[config.mk]
export PLATFORM = sky130hd
export DESIGN_NAME = hedios_initiator_flat
export DESIGN_NICKNAME = d
export VERILOG_FILES = /design/src/rtl/hedios_pkg.sv /design/src/rtl/hedios_initiator_if.sv /design/src/rtl/hedios_uart_phy.sv /design/src/rtl/hedios_initiator.sv /design/src/flat_wrapper.sv
export SDC_FILE = /design/constraint.sdc
export NUM_CORES = 1
export LEC_CHECK = 0
export CORE_AREA = 10 10 102 104
export DETAILED_ROUTE_END_ITERATION = 10
export DIE_AREA = 0 0 112 114
export GPL_ROUTABILITY_DRIVEN = 1
export PLACE_DENSITY_LB_ADDON = 0.08
export SETUP_SLACK_MARGIN = 0.4
export SLEW_MARGIN = 20
export SYNTH_ARGS = -nofsm -noshare
export SYNTH_HDL_FRONTEND = slang
export SYNTH_SLANG_ARGS = --single-unit
export TNS_END_PERCENT = 50
[constraint.sdc]
create_clock -name clk -period 3.1 [get_ports clk]
set_clock_uncertainty 0.05 [all_clocks]
set_input_delay 0.62 -clock clk [delete_from_list [all_inputs] [get_ports clk]]
set_output_delay 0.62 -clock clk [all_outputs]
set_load 0.01 [all_outputs]
[src/rtl/hedios_pkg.sv]
// hedios_pkg: wire opcodes, ack byte and shared types for the
// Hedios UART debug initiator.
package hedios_pkg;

  localparam logic [7:0] OP_READ_SLOT    = 8'h01;
  localparam logic [7:0] OP_TRIGGER      = 8'h02;
  localparam logic [7:0] OP_RESET_DEVICE = 8'h03;
  localparam logic [7:0] ACK_BYTE        = 8'hA5;

  typedef enum logic [1:0] {
    CMD_READ_SLOT,
    CMD_TRIGGER,
    CMD_RESET_DEVICE,
    CMD_RESERVED
  } cmd_op_e;

  typedef enum logic [2:0] {
    ST_IDLE,
    ST_SEND_OP,
    ST_SEND_IDX,
    ST_WAIT_RSP,
    ST_DONE
  } state_e;

  typedef enum logic [1:0] {
    RX_IDLE,
    RX_START,
    RX_DATA,
    RX_STOP
  } rx_state_e;

  function automatic logic [7:0] wire_op(cmd_op_e op);
    logic [7:0] b;
    b = 8'h00;
    unique case (op)
      CMD_READ_SLOT:    b = OP_READ_SLOT;
      CMD_TRIGGER:      b = OP_TRIGGER;
      CMD_RESET_DEVICE: b = OP_RESET_DEVICE;
      default:          b = 8'h00;
    endcase
    return b;
  endfunction

endpackage

[src/rtl/hedios_initiator_if.sv]
// hedios_initiator_if: command request / response bundle
// between a host and the Hedios initiator.
interface hedios_initiator_if;
  logic        cmd_valid;
  logic        cmd_ready;
  logic [1:0]  cmd_op;
  logic [7:0]  cmd_index;
  logic        rsp_valid;
  logic [31:0] rsp_data;
  logic        rsp_error;
  logic        busy;

  modport master (
    output cmd_valid, cmd_op, cmd_index,
    input  cmd_ready, rsp_valid, rsp_data,
    input  rsp_error, busy
  );

  modport slave (
    input  cmd_valid, cmd_op, cmd_index,
    output cmd_ready, rsp_valid, rsp_data,
    output rsp_error, busy
  );
endinterface

[src/rtl/hedios_uart_phy.sv]
// hedios_uart_phy: 8N1 UART transmitter and receiver,
// bit period CLK_RATE/BAUD_RATE clocks.
module hedios_uart_phy
  import hedios_pkg::*;
#(
  parameter int CLK_RATE  = 100_000_000,
  parameter int BAUD_RATE = 1_000_000
) (
  input  logic       clk,
  input  logic       rst_n,
  input  logic       tx_start,
  input  logic [7:0] tx_byte,
  output logic       tx_done,
  output logic       tx_line,
  input  logic       rx_line,
  output logic       rx_valid,
  output logic [7:0] rx_byte,
  output logic       rx_frame_err
);

  localparam int DIV  = CLK_RATE / BAUD_RATE;
  localparam int HALF = DIV / 2;
  localparam int CW   = $clog2(DIV);
  localparam logic [CW-1:0] DIV_M1  = CW'(DIV - 1);
  localparam logic [CW-1:0] HALF_M1 = CW'(HALF - 1);
  localparam logic [CW-1:0] ONE     = CW'(1);

  logic          tx_active;
  logic [CW-1:0] tx_cnt;
  logic [3:0]    tx_bit;
  logic [8:0]    tx_sh;
  logic          tx_tick;
  logic          tx_load;

  assign tx_tick = tx_active && tx_cnt == DIV_M1;
  assign tx_done = tx_tick && tx_bit == 4'd9;
  // a start arriving with the stop-bit strobe chains frames gaplessly
  assign tx_load = tx_start && (!tx_active || tx_done);

  always_ff @(posedge clk or negedge rst_n) begin
    if (!rst_n) begin
      tx_active <= 1'b0;
      tx_cnt    <= '0;
      tx_bit    <= '0;
      tx_sh     <= '1;
      tx_line   <= 1'b1;
    end else if (tx_load) begin
      tx_active <= 1'b1;
      tx_cnt    <= '0;
      tx_bit    <= '0;
      tx_sh     <= {1'b1, tx_byte};
      tx_line   <= 1'b0;
    end else if (tx_tick) begin
      tx_cnt <= '0;
      if (tx_bit == 4'd9) begin
        tx_active <= 1'b0;
      end else begin
        tx_line <= tx_sh[0];
        tx_sh   <= {1'b1, tx_sh[8:1]};
        tx_bit  <= tx_bit + 4'd1;
      end
    end else if (tx_active) begin
      tx_cnt <= tx_cnt + ONE;
    end
  end

  logic [1:0]    rx_sync;
  logic          rx_s;
  logic          rx_prev;
  rx_state_e     rx_st;
  logic [CW-1:0] rx_cnt;
  logic [2:0]    rx_bit;
  logic [7:0]    rx_sh;

  assign rx_s    = rx_sync[1];
  assign rx_byte = rx_sh;

  always_ff @(posedge clk or negedge rst_n) begin
    if (!rst_n) begin
      rx_sync      <= 2'b11;
      rx_prev      <= 1'b1;
      rx_st        <= RX_IDLE;
      rx_cnt       <= '0;
      rx_bit       <= '0;
      rx_sh        <= '0;
      rx_valid     <= 1'b0;
      rx_frame_err <= 1'b0;
    end else begin
      rx_sync      <= {rx_sync[0], rx_line};
      rx_prev      <= rx_s;
      rx_valid     <= 1'b0;
      rx_frame_err <= 1'b0;
      unique case (rx_st)
        RX_IDLE: begin
          if (rx_prev && !rx_s) begin
            rx_st  <= RX_START;
            rx_cnt <= '0;
          end
        end
        RX_START: begin
          if (rx_cnt == HALF_M1) begin
            rx_cnt <= '0;
            rx_bit <= '0;
            rx_st  <= rx_s ? RX_IDLE : RX_DATA;
          end else begin
            rx_cnt <= rx_cnt + ONE;
          end
        end
        RX_DATA: begin
          if (rx_cnt == DIV_M1) begin
            rx_cnt <= '0;
            rx_sh  <= {rx_s, rx_sh[7:1]};
            rx_bit <= rx_bit + 3'd1;
            if (rx_bit == 3'd7) rx_st <= RX_STOP;
          end else begin
            rx_cnt <= rx_cnt + ONE;
          end
        end
        RX_STOP: begin
          if (rx_cnt == DIV_M1) begin
            rx_st        <= RX_IDLE;
            rx_valid     <= rx_s;
            rx_frame_err <= !rx_s;
          end else begin
            rx_cnt <= rx_cnt + ONE;
          end
        end
        default: rx_st <= RX_IDLE;
      endcase
    end
  end

endmodule

[src/rtl/hedios_initiator.sv]
// hedios_initiator: Hedios UART command initiator (FSM + response assembly).
// Optional response timeout: define HEDIOS_INITIATOR_TIMEOUT_EN.
module hedios_initiator
  import hedios_pkg::*;
#(
  parameter int CLK_RATE             = 100_000_000,
  parameter int BAUD_RATE            = 1_000_000,
  parameter int SLOT_COUNT           = 5,
  parameter int VARLESS_ACTION_COUNT = 5,
  parameter int TIMEOUT_CYCLES       = 100_000
) (
  input  logic              clk,
  input  logic              rst_n,
  hedios_initiator_if.slave cmd,
  output logic              tx_line,
  input  logic              rx_line
);

  typedef logic [$clog2(TIMEOUT_CYCLES + 1)-1:0] tmo_t;

  state_e      state;
  state_e      state_nx;
  cmd_op_e     op_in;
  cmd_op_e     op_q;
  logic [7:0]  idx_q;
  logic [1:0]  byte_cnt;
  logic [31:0] data_q;
  logic        err_q;
  logic        valid_q;
  logic        accept;
  logic        cmd_bad;
  logic        is_read;
  logic        last_byte;
  logic        timeout;
  logic        tx_start;
  logic [7:0]  tx_byte;
  logic        tx_done;
  logic        rx_valid;
  logic [7:0]  rx_byte;
  logic        rx_frame_err;

  hedios_uart_phy #(
    .CLK_RATE (CLK_RATE),
    .BAUD_RATE(BAUD_RATE)
  ) u_phy (
    .clk         (clk),
    .rst_n       (rst_n),
    .tx_start    (tx_start),
    .tx_byte     (tx_byte),
    .tx_done     (tx_done),
    .tx_line     (tx_line),
    .rx_line     (rx_line),
    .rx_valid    (rx_valid),
    .rx_byte     (rx_byte),
    .rx_frame_err(rx_frame_err)
  );

  assign op_in     = cmd_op_e'(cmd.cmd_op);
  assign accept    = cmd.cmd_valid && state == ST_IDLE;
  assign is_read   = op_q == CMD_READ_SLOT;
  assign last_byte = rx_valid && (!is_read || byte_cnt == 2'd3);

  always_comb begin
    cmd_bad = 1'b0;
    unique case (op_in)
      CMD_READ_SLOT:
        cmd_bad = int'({24'd0, cmd.cmd_index}) >= SLOT_COUNT;
      CMD_TRIGGER:
        cmd_bad = int'({24'd0, cmd.cmd_index}) >= VARLESS_ACTION_COUNT;
      CMD_RESET_DEVICE:
        cmd_bad = 1'b0;
      default:
        cmd_bad = 1'b1;
    endcase
  end

  always_ff @(posedge clk or negedge rst_n) begin
    if (!rst_n) state <= ST_IDLE;
    else        state <= state_nx;
  end

  always_comb begin
    state_nx = state;
    unique case (state)
      ST_IDLE:
        if (accept) state_nx = cmd_bad ? ST_DONE : ST_SEND_OP;
      ST_SEND_OP:
        if (tx_done) state_nx = ST_SEND_IDX;
      ST_SEND_IDX:
        if (tx_done) state_nx = ST_WAIT_RSP;
      ST_WAIT_RSP:
        if (rx_frame_err || last_byte || timeout) state_nx = ST_DONE;
      ST_DONE:
        state_nx = ST_IDLE;
      default:
        state_nx = ST_IDLE;
    endcase
  end

  always_comb begin
    tx_start      = 1'b0;
    tx_byte       = idx_q;
    cmd.cmd_ready = state == ST_IDLE;
    cmd.busy      = state != ST_IDLE;
    unique case (state)
      ST_IDLE: begin
        tx_start = accept && !cmd_bad;
        tx_byte  = wire_op(op_in);
      end
      ST_SEND_OP: tx_start = tx_done;
      default: ;
    endcase
  end

  // response registers stay valid after DONE until the next accept
  always_ff @(posedge clk or negedge rst_n) begin
    if (!rst_n) begin
      op_q     <= CMD_READ_SLOT;
      idx_q    <= '0;
      byte_cnt <= '0;
      data_q   <= '0;
      err_q    <= 1'b0;
      valid_q  <= 1'b0;
    end else begin
      valid_q <= state == ST_DONE;
      if (accept) begin
        op_q     <= op_in;
        idx_q    <= (op_in == CMD_RESET_DEVICE) ? 8'h00 : cmd.cmd_index;
        byte_cnt <= '0;
        data_q   <= '0;
        err_q    <= cmd_bad;
      end else if (state == ST_WAIT_RSP) begin
        if (rx_frame_err || timeout ||
            (rx_valid && !is_read && rx_byte != ACK_BYTE)) begin
          err_q  <= 1'b1;
          data_q <= '0;
        end else if (rx_valid && is_read) begin
          data_q[8*byte_cnt +: 8] <= rx_byte;
          byte_cnt <= byte_cnt + 2'd1;
        end
      end
    end
  end

  assign cmd.rsp_valid = valid_q;
  assign cmd.rsp_data  = data_q;
  assign cmd.rsp_error = err_q;

`ifdef HEDIOS_INITIATOR_TIMEOUT_EN
  tmo_t tmo_cnt;

  always_ff @(posedge clk or negedge rst_n) begin
    if (!rst_n)
      tmo_cnt <= '0;
    else if (state != ST_WAIT_RSP || rx_valid)
      tmo_cnt <= '0;
    else
      tmo_cnt <= tmo_cnt + tmo_t'(1);
  end

  assign timeout = state == ST_WAIT_RSP &&
                   tmo_cnt == tmo_t'(TIMEOUT_CYCLES - 1);
`else
  assign timeout = 1'b0;
`endif

endmodule

[src/flat_wrapper.sv]
// flat-port wrapper written by rule: the top's interface ports become plain ports
module hedios_initiator_flat import hedios_pkg::*;
#(
  parameter int CLK_RATE             = 100_000_000,
  parameter int BAUD_RATE            = 1_000_000,
  parameter int SLOT_COUNT           = 5,
  parameter int VARLESS_ACTION_COUNT = 5,
  parameter int TIMEOUT_CYCLES       = 100_000
)
  (clk, rst_n, tx_line, rx_line, cmd_cmd_valid, cmd_cmd_op, cmd_cmd_index, cmd_cmd_ready, cmd_rsp_valid, cmd_rsp_data, cmd_rsp_error, cmd_busy);
  hedios_initiator_if cmd_i ();
  input  logic clk;
  input  logic rst_n;
  output logic tx_line;
  input  logic rx_line;
  input wire logic [$bits(cmd_i.cmd_valid)-1:0] cmd_cmd_valid;
  input wire logic [$bits(cmd_i.cmd_op)-1:0] cmd_cmd_op;
  input wire logic [$bits(cmd_i.cmd_index)-1:0] cmd_cmd_index;
  output wire logic [$bits(cmd_i.cmd_ready)-1:0] cmd_cmd_ready;
  output wire logic [$bits(cmd_i.rsp_valid)-1:0] cmd_rsp_valid;
  output wire logic [$bits(cmd_i.rsp_data)-1:0] cmd_rsp_data;
  output wire logic [$bits(cmd_i.rsp_error)-1:0] cmd_rsp_error;
  output wire logic [$bits(cmd_i.busy)-1:0] cmd_busy;
  assign cmd_i.cmd_valid = cmd_cmd_valid;
  assign cmd_i.cmd_op = cmd_cmd_op;
  assign cmd_i.cmd_index = cmd_cmd_index;
  assign cmd_cmd_ready = cmd_i.cmd_ready;
  assign cmd_rsp_valid = cmd_i.rsp_valid;
  assign cmd_rsp_data = cmd_i.rsp_data;
  assign cmd_rsp_error = cmd_i.rsp_error;
  assign cmd_busy = cmd_i.busy;
  hedios_initiator #(.CLK_RATE(CLK_RATE), .BAUD_RATE(BAUD_RATE), .SLOT_COUNT(SLOT_COUNT), .VARLESS_ACTION_COUNT(VARLESS_ACTION_COUNT), .TIMEOUT_CYCLES(TIMEOUT_CYCLES)) u_core (.clk(clk), .rst_n(rst_n), .cmd(cmd_i), .tx_line(tx_line), .rx_line(rx_line));
endmodule
[Word-level counts from Yosys, hierarchy flattened]
Cells that the tools add are included.
Cells by class
  add/subtract/negate cells: 6
  $mul: 0
  div/mod/pow operators: 0
  magnitude comparators: 1
  eq/ne operators: 28
  shifts and indexed selects: 2
  multiplexer cells: 57
  bitwise operators: 0
  reductions and logical operators: 42
Operators by type and width (count)
  two-way mux 32 bit: 4
  two-way mux 7 bit: 7
  negator 5 -> 34 bit: 1
  variable shift 8 x 34 -> 32 bit, first input constant: 1
  variable part select 8 x 34 -> 32 bit: 1
  bitwise mux 32 bit: 1
  one-hot mux 7 bit (4 select lines): 1
  two-way mux 9 bit: 3
  two-way mux 3 bit: 7
  two-way mux 2 bit: 10
  two-way mux 8 bit: 2
  adder 7 x 1 -> 7 bit, second input constant: 2
  == test 7 bit, second input constant: 2
  != test 2 bit, second input constant: 7
  two-way mux 1 bit: 13
  two-way mux 4 bit: 3
  one-hot mux 3 bit (4 select lines): 1
  AND reduction 2 bit: 6
  nonzero test 2 bit: 6
  logical AND 1 bit: 10
  != test 2 x 1 -> 1 bit, second input constant: 5
  nonzero test 3 bit: 3
  == test 2 bit, second input constant: 4
  >= comparator 8 x 3 -> 1 bit, second input constant: 1
  other kinds (22): 35
Storage, ports and cells
  flip-flop bits (word level): 96
  latch bits: 0
  memory bits (writable): 0
  bits in read-only memories: 0
  bits of input ports: 14
  output and inout port bits: 37
  word-level logic and storage cells: 156
  memories kept: 0

[Longest topological paths before layout]
  depth in word-level cells: 9
  gate-level depth with buffers: 8
  gate-level depth less buffers: 7

[Cells and area by module]
Synthesis repeated with hierarchy kept, for this count alone.
Unflattened totals
  cells, all modules: 450
  area, all modules: 4810.9 um^2
By module, submodules not included
  hedios_initiator: instances 1, cells an instance 232, area each 2536.2 um^2, sequential area each 1226.2 um^2
  hedios_uart_phy: instances 1, cells an instance 218, area each 2274.7 um^2, sequential area each 1166.1 um^2

[Worst setup path after synthesis]
No wires, ideal clock.
  path kind: in2reg
  start: in cmd_cmd_index[5]
  end: reg u_core.u_phy.tx_bit[1]
  library setup time: 0.119 ns
  arrival: 2.261 ns
  data required time: 2.931 ns
  slack: 0.670 ns
  stages: 6
  path buffers: 1
  cell sequence: or4_1 o31ai_4 a21boi_4 or3b_1 buf_6 and2_1
Between the ends
  cells in the longest elaborated chain, start to end: 8
  elaborated cells on any way between the ends: 10
  those cells by class: order compare: 1; eq/ne: 1; mux: 3; reduce/logical: 5
Ends and longest elaborated chain
  start: declaration: line flat_wrapper.sv:18  | input wire logic [$bits(cmd_i.cmd_index)-1:0] cmd_cmd_index;
  >= comparator 8 x 3 -> 1 bit *: line hedios_initiator.sv:67, hedios_initiator.sv:69
  one-hot mux 1 bit (2 select lines) *: line hedios_initiator.sv:65  | unique case (op_in)
  logical NOT 1 bit *: line hedios_initiator.sv:107  | tx_start = accept && !cmd_bad;
  logical AND 1 bit *: line hedios_initiator.sv:107
  one-hot mux 1 bit (2 select lines) *: line hedios_initiator.sv:105  | unique case (state)
  logical AND 1 bit *: line hedios_uart_phy.sv:38  | assign tx_load = tx_start && (!tx_active || tx_done);
  != test 2 bit (no source line) / nonzero test 2 bit (equally long branches)
  AND reduction 2 bit (no source line)
  end signal: assignment: line hedios_uart_phy.sv:60  | tx_bit <= tx_bit + 4'd1;
  end: declaration: line hedios_uart_phy.sv:30  | logic [3:0] tx_bit;
Mark *: on every way between the ends. The rest lies on a longest branch, timed or not.
A chain may end at the register's enable or synchronous reset.

[Final worst setup path]
  start: in cmd_cmd_index[5]
  end: reg u_core.u_phy.tx_cnt[4]
Between the ends
  cells in the longest elaborated chain, start to end: 7
  elaborated cells on any way between the ends: 8
  those cells by class: order compare: 1; mux: 3; reduce/logical: 4
Ends and longest elaborated chain
  >= comparator 8 x 3 -> 1 bit *: line hedios_initiator.sv:67, hedios_initiator.sv:69
  one-hot mux 1 bit (2 select lines) *: line hedios_initiator.sv:65
  logical NOT 1 bit *: line hedios_initiator.sv:107
  logical AND 1 bit *: line hedios_initiator.sv:107
  one-hot mux 1 bit (2 select lines) *: line hedios_initiator.sv:105
  logical AND 1 bit *: line hedios_uart_phy.sv:38
  nonzero test 3 bit (no source line) / two-way mux 7 bit (equally long branches)
  end signal: assignment: line hedios_uart_phy.sv:63  | tx_cnt <= tx_cnt + ONE;
  end: declaration: line hedios_uart_phy.sv:29  | logic [CW-1:0] tx_cnt;
Marked as above.

==> impl_results.md <==
* Worst Hold Class: in -> async
* Post-synth EDFFs at 0
* Slew Limit Fails at 0
* R2r worst-path depth at 6
* Rows at 34
* Setup crit start: cmd_cmd_index[5]
* Tcrit/Tclk final at 84.55%
* GRT Total Usage at 15.88%
* Clk_lat worst skew at 0.36 ns
* CTS sink cnt at 95
* Most frequent cell after synthesis: dfrtp_1
* Slew @ Worst Pin at 0.6360 ns
* Final-report hold violation count at 0
* PwrDens at 661.2 mW/mm^2
* Reg-to-Reg End: u_core.u_phy.tx_bit[2]
* Mapped Avg Cell Area at 10.17 sq um
* PortBufs at 50
* Synth Cell Area at 0.004544 sq mm
* Layout cells sized above 1 at 10.78%
* Status: complete, no violations
* Kind of critical path: in -> reg
* Asr flop ratio synth at 100.0%
* Top cell type's share of synthesized area at 45.70%
* Finished Core Util at 64.09%
* Area contributors post-synth: dfrtp_1 46%, dfstp_2 6.9%, nand2_1 5.8%
* CTS Buf Count at 9
* Global-route wire length before repair at 17.15 mm
* Number of diodes at 0
* Main synth FF type: dfrtp_1
* Dpl cells at 602
* Cell taking the most area after synthesis: dfrtp_1
* Post-synthesis sequential area ratio at 52.64%
* Distinct cell type count of the synthesized netlist at 55
* Gr ovfl total at 0
* Setup TNS at 0 ns
* Initial DRC Count at 265
* Final setup violation count at 0
* Fin nets at 532
* Reg-to-reg setup timing slack at 0.67 ns
* Layout area overhead at 19.38%
* Fin cells at 618
* Type of origin of the critical path: input port
* Final ANT Viol Nets at 0
* Peak VDD IR at 0.3523 mV
* Via count at 3471
* Post-synthesis instance total at 447
* RePlAce Congestion at 0.8657
* Period minus WS final at 2.621 ns
* Core ar. at 0.008466 sq mm
* Critical path peak fanout at 8
* Final wirelength at 10.13 mm
* CTS tree: yes
* Max clock buf depth at 2
* F_max at 381.5 MHz
* Largest net degree at the start of global routing at 58
* Initial Utilization at 53.68%
* LEAKAGE at 2.408 nW
* Max Cap Violations at 0
* Vias in the first global route at 3477
* DR WL/cell at 16.39 microns
* # fillers at 702
* Top Ports at 51
* Die Span X at 112 microns
* Vias/cell at 5.617
* Relative slew margins at 57.34%
* Critical Path AT at 2.85 ns
* Critical Path RT at 3.32 ns
* Final hold slack at 0.1842 ns
* Die H at 114 microns
* Worst-path clk slew at 0.08 ns
* Setup Fix Bufs, Post-CTS at 0
* Post-CTS sizing at 1
* Critical path capture point: u_core.u_phy.tx_cnt[4]
* Initial antenna violation count at 0
* First-pass iteration count of the detailed router at 4
* Cts hold-fix bufs at 0
* Clock root buffer: clkbuf_8
* Pwr Total at 3.587 mW
* Full die area at 0.01277 sq mm
* RSZ-0062 raised after global routing: true
* FF-to-FF Start: u_core.u_phy.tx_cnt[0]
* # DRC at 0
* Crit end category: register
* H-tree Lvls at 3
* Yosys warning count at 0
* Half-perimeter wire length after placement at 7.399 mm
* Most instantiated cells after synthesis: 83 x dfrtp_1, 70 x nand2_1, 46 x o21ai_0
* Post-Syn Nets at 474
* #FFs+latches synth at 95
layout by cell type (no fill, tap or decap), types with 3 or more instances in the layout:
| cell type | synthesis | routed |
|---|---|---|
| nand2b_1 | 6 | 6 |
| inv_1 | 25 | 25 |
| and3_1 | 4 | 4 |
| nor3_1 | 6 | 5 |
| dfrtp_1 | 83 | 83 |
| buf_4 | 0 | 12 |
| clkbuf_8 | 0 | 9 |
| nand3b_1 | 10 | 10 |
| o21ai_0 | 46 | 46 |
| o31ai_1 | 10 | 10 |
| nand2_1 | 70 | 70 |
| nand3_1 | 8 | 8 |
| mux2i_1 | 18 | 18 |
| clkbuf_1 | 9 | 3 |
| nand4_1 | 3 | 3 |
| clkdlybuf4s50_1 | 0 | 49 |
| nor4_1 | 3 | 3 |
| and4b_1 | 3 | 3 |
| nor2_1 | 21 | 21 |
| dfstp_2 | 12 | 12 |
| a21oi_1 | 16 | 16 |
| nand4b_1 | 4 | 4 |
| o41ai_1 | 3 | 3 |
| xnor2_1 | 3 | 3 |
| xor2_1 | 4 | 4 |
| o2bb2ai_1 | 9 | 9 |
| ha_1 | 13 | 13 |
| o21a_1 | 3 | 3 |
| and2_1 | 4 | 4 |
| or3_1 | 8 | 8 |
| o22ai_1 | 4 | 4 |
worst max-delay path: stages:
cell             delay [ns]
clkdlybuf4s50_1        0.41
or4_1                  0.61
o31ai_4                0.28
buf_4                  0.19
a21oi_1                0.16
or3_1                  0.40
a21oi_1                0.17
through the flow:
step | setup WS (ns) | area [sq um]
after global placement | 0.09862 | 5210
after detailed placement | 0.08482 | 5210
after floorplan | 0.6704 | 4544
after global routing | 0.3941 | 5425
after CTS | 0.4549 | 5423
final | 0.4788 | 5425
layout make-up:
cell class	count	area, sq um	area share (%)
Sequential cell	95	2392	44.10
Multi-Input combinational cell	311	1992	36.72
Timing Repair Buffer	62	600.6	11.07
Clock buffer	12	135.1	2.491
Tap cell	108	135.1	2.491
Inverter	26	97.59	1.799
Clock inverter	4	72.57	1.338
routing by layer:
| layer | part of all wire, % | vias to the layer above | global-route usage, % | wire [microns] |
|---|---|---|---|---|
| met5 | 0 | - | 0 | 0 |
| met4 | 0.99 | 0 | 3.638 | 100 |
| met1 | 46 | 1693 | 21.26 | 4676 |
| li1 | - | 1697 | - | - |
| met2 | 47 | 70 | 25.49 | 4795 |
| met3 | 5.5 | 11 | 3.832 | 559 |
state kept, by name, summed over array words and instances, names as in the netlist, named ones only:
name and count:
u_core.u_phy.rx_cnt 7, u_core.op_q 2, u_core.u_phy.rx_valid 1, u_core.cmd.rsp_error 1
u_core.u_phy.rx_st 1, u_core.cmd.rsp_valid 1, u_core.u_phy.rx_byte 8, u_core.u_phy.rx_sync 2
u_core.byte_cnt 2, u_core.u_phy.tx_sh 8, u_core.u_phy.rx_bit 3, u_core.idx_q 8
u_core.u_phy.rx_prev 1, u_core.state 3, u_core.u_phy.tx_cnt 7, u_core.u_phy.tx_line 1
u_core.u_phy.tx_bit 4, u_core.u_phy.rx_frame_err 1, u_core.cmd.rsp_data 32, u_core.u_phy.tx_active 1
worst min-delay path by stage:
| stage | end | cells after the start |
|---|---|---|
| after detailed placement | u_core.u_phy.rx_sync[1] | 0 |
| after floorplan | async pin | 0 |
| after CTS | u_core.idx_q[2] | 1 |
| after global placement | u_core.u_phy.rx_sync[1] | 0 |
| final | u_core.u_phy.tx_bit[0] | 1 |
| after global routing | u_core.cmd.rsp_valid | 1 |
cell families after synthesis:
family                     synth area share (%)
and+or+nand+nor                           19.27
AOI/OAI and AO/OA                         15.01
DFF                                       52.64
buffers and inverters                     3.689
muxes                                     4.460
adders and majority gates                 3.579
xor gates and xnor gates                  1.349
where the power goes:
part           internal, mW  switching [mW]  leakage (nW)  total, mW
sequential             1.50           0.237          1.23       1.74
clock                 0.455           0.415         0.101      0.870
combinational         0.445           0.532          1.08      0.978
total                  2.40            1.18          2.41       3.59
No activity file was read; power rests on OpenSTA's default activity.
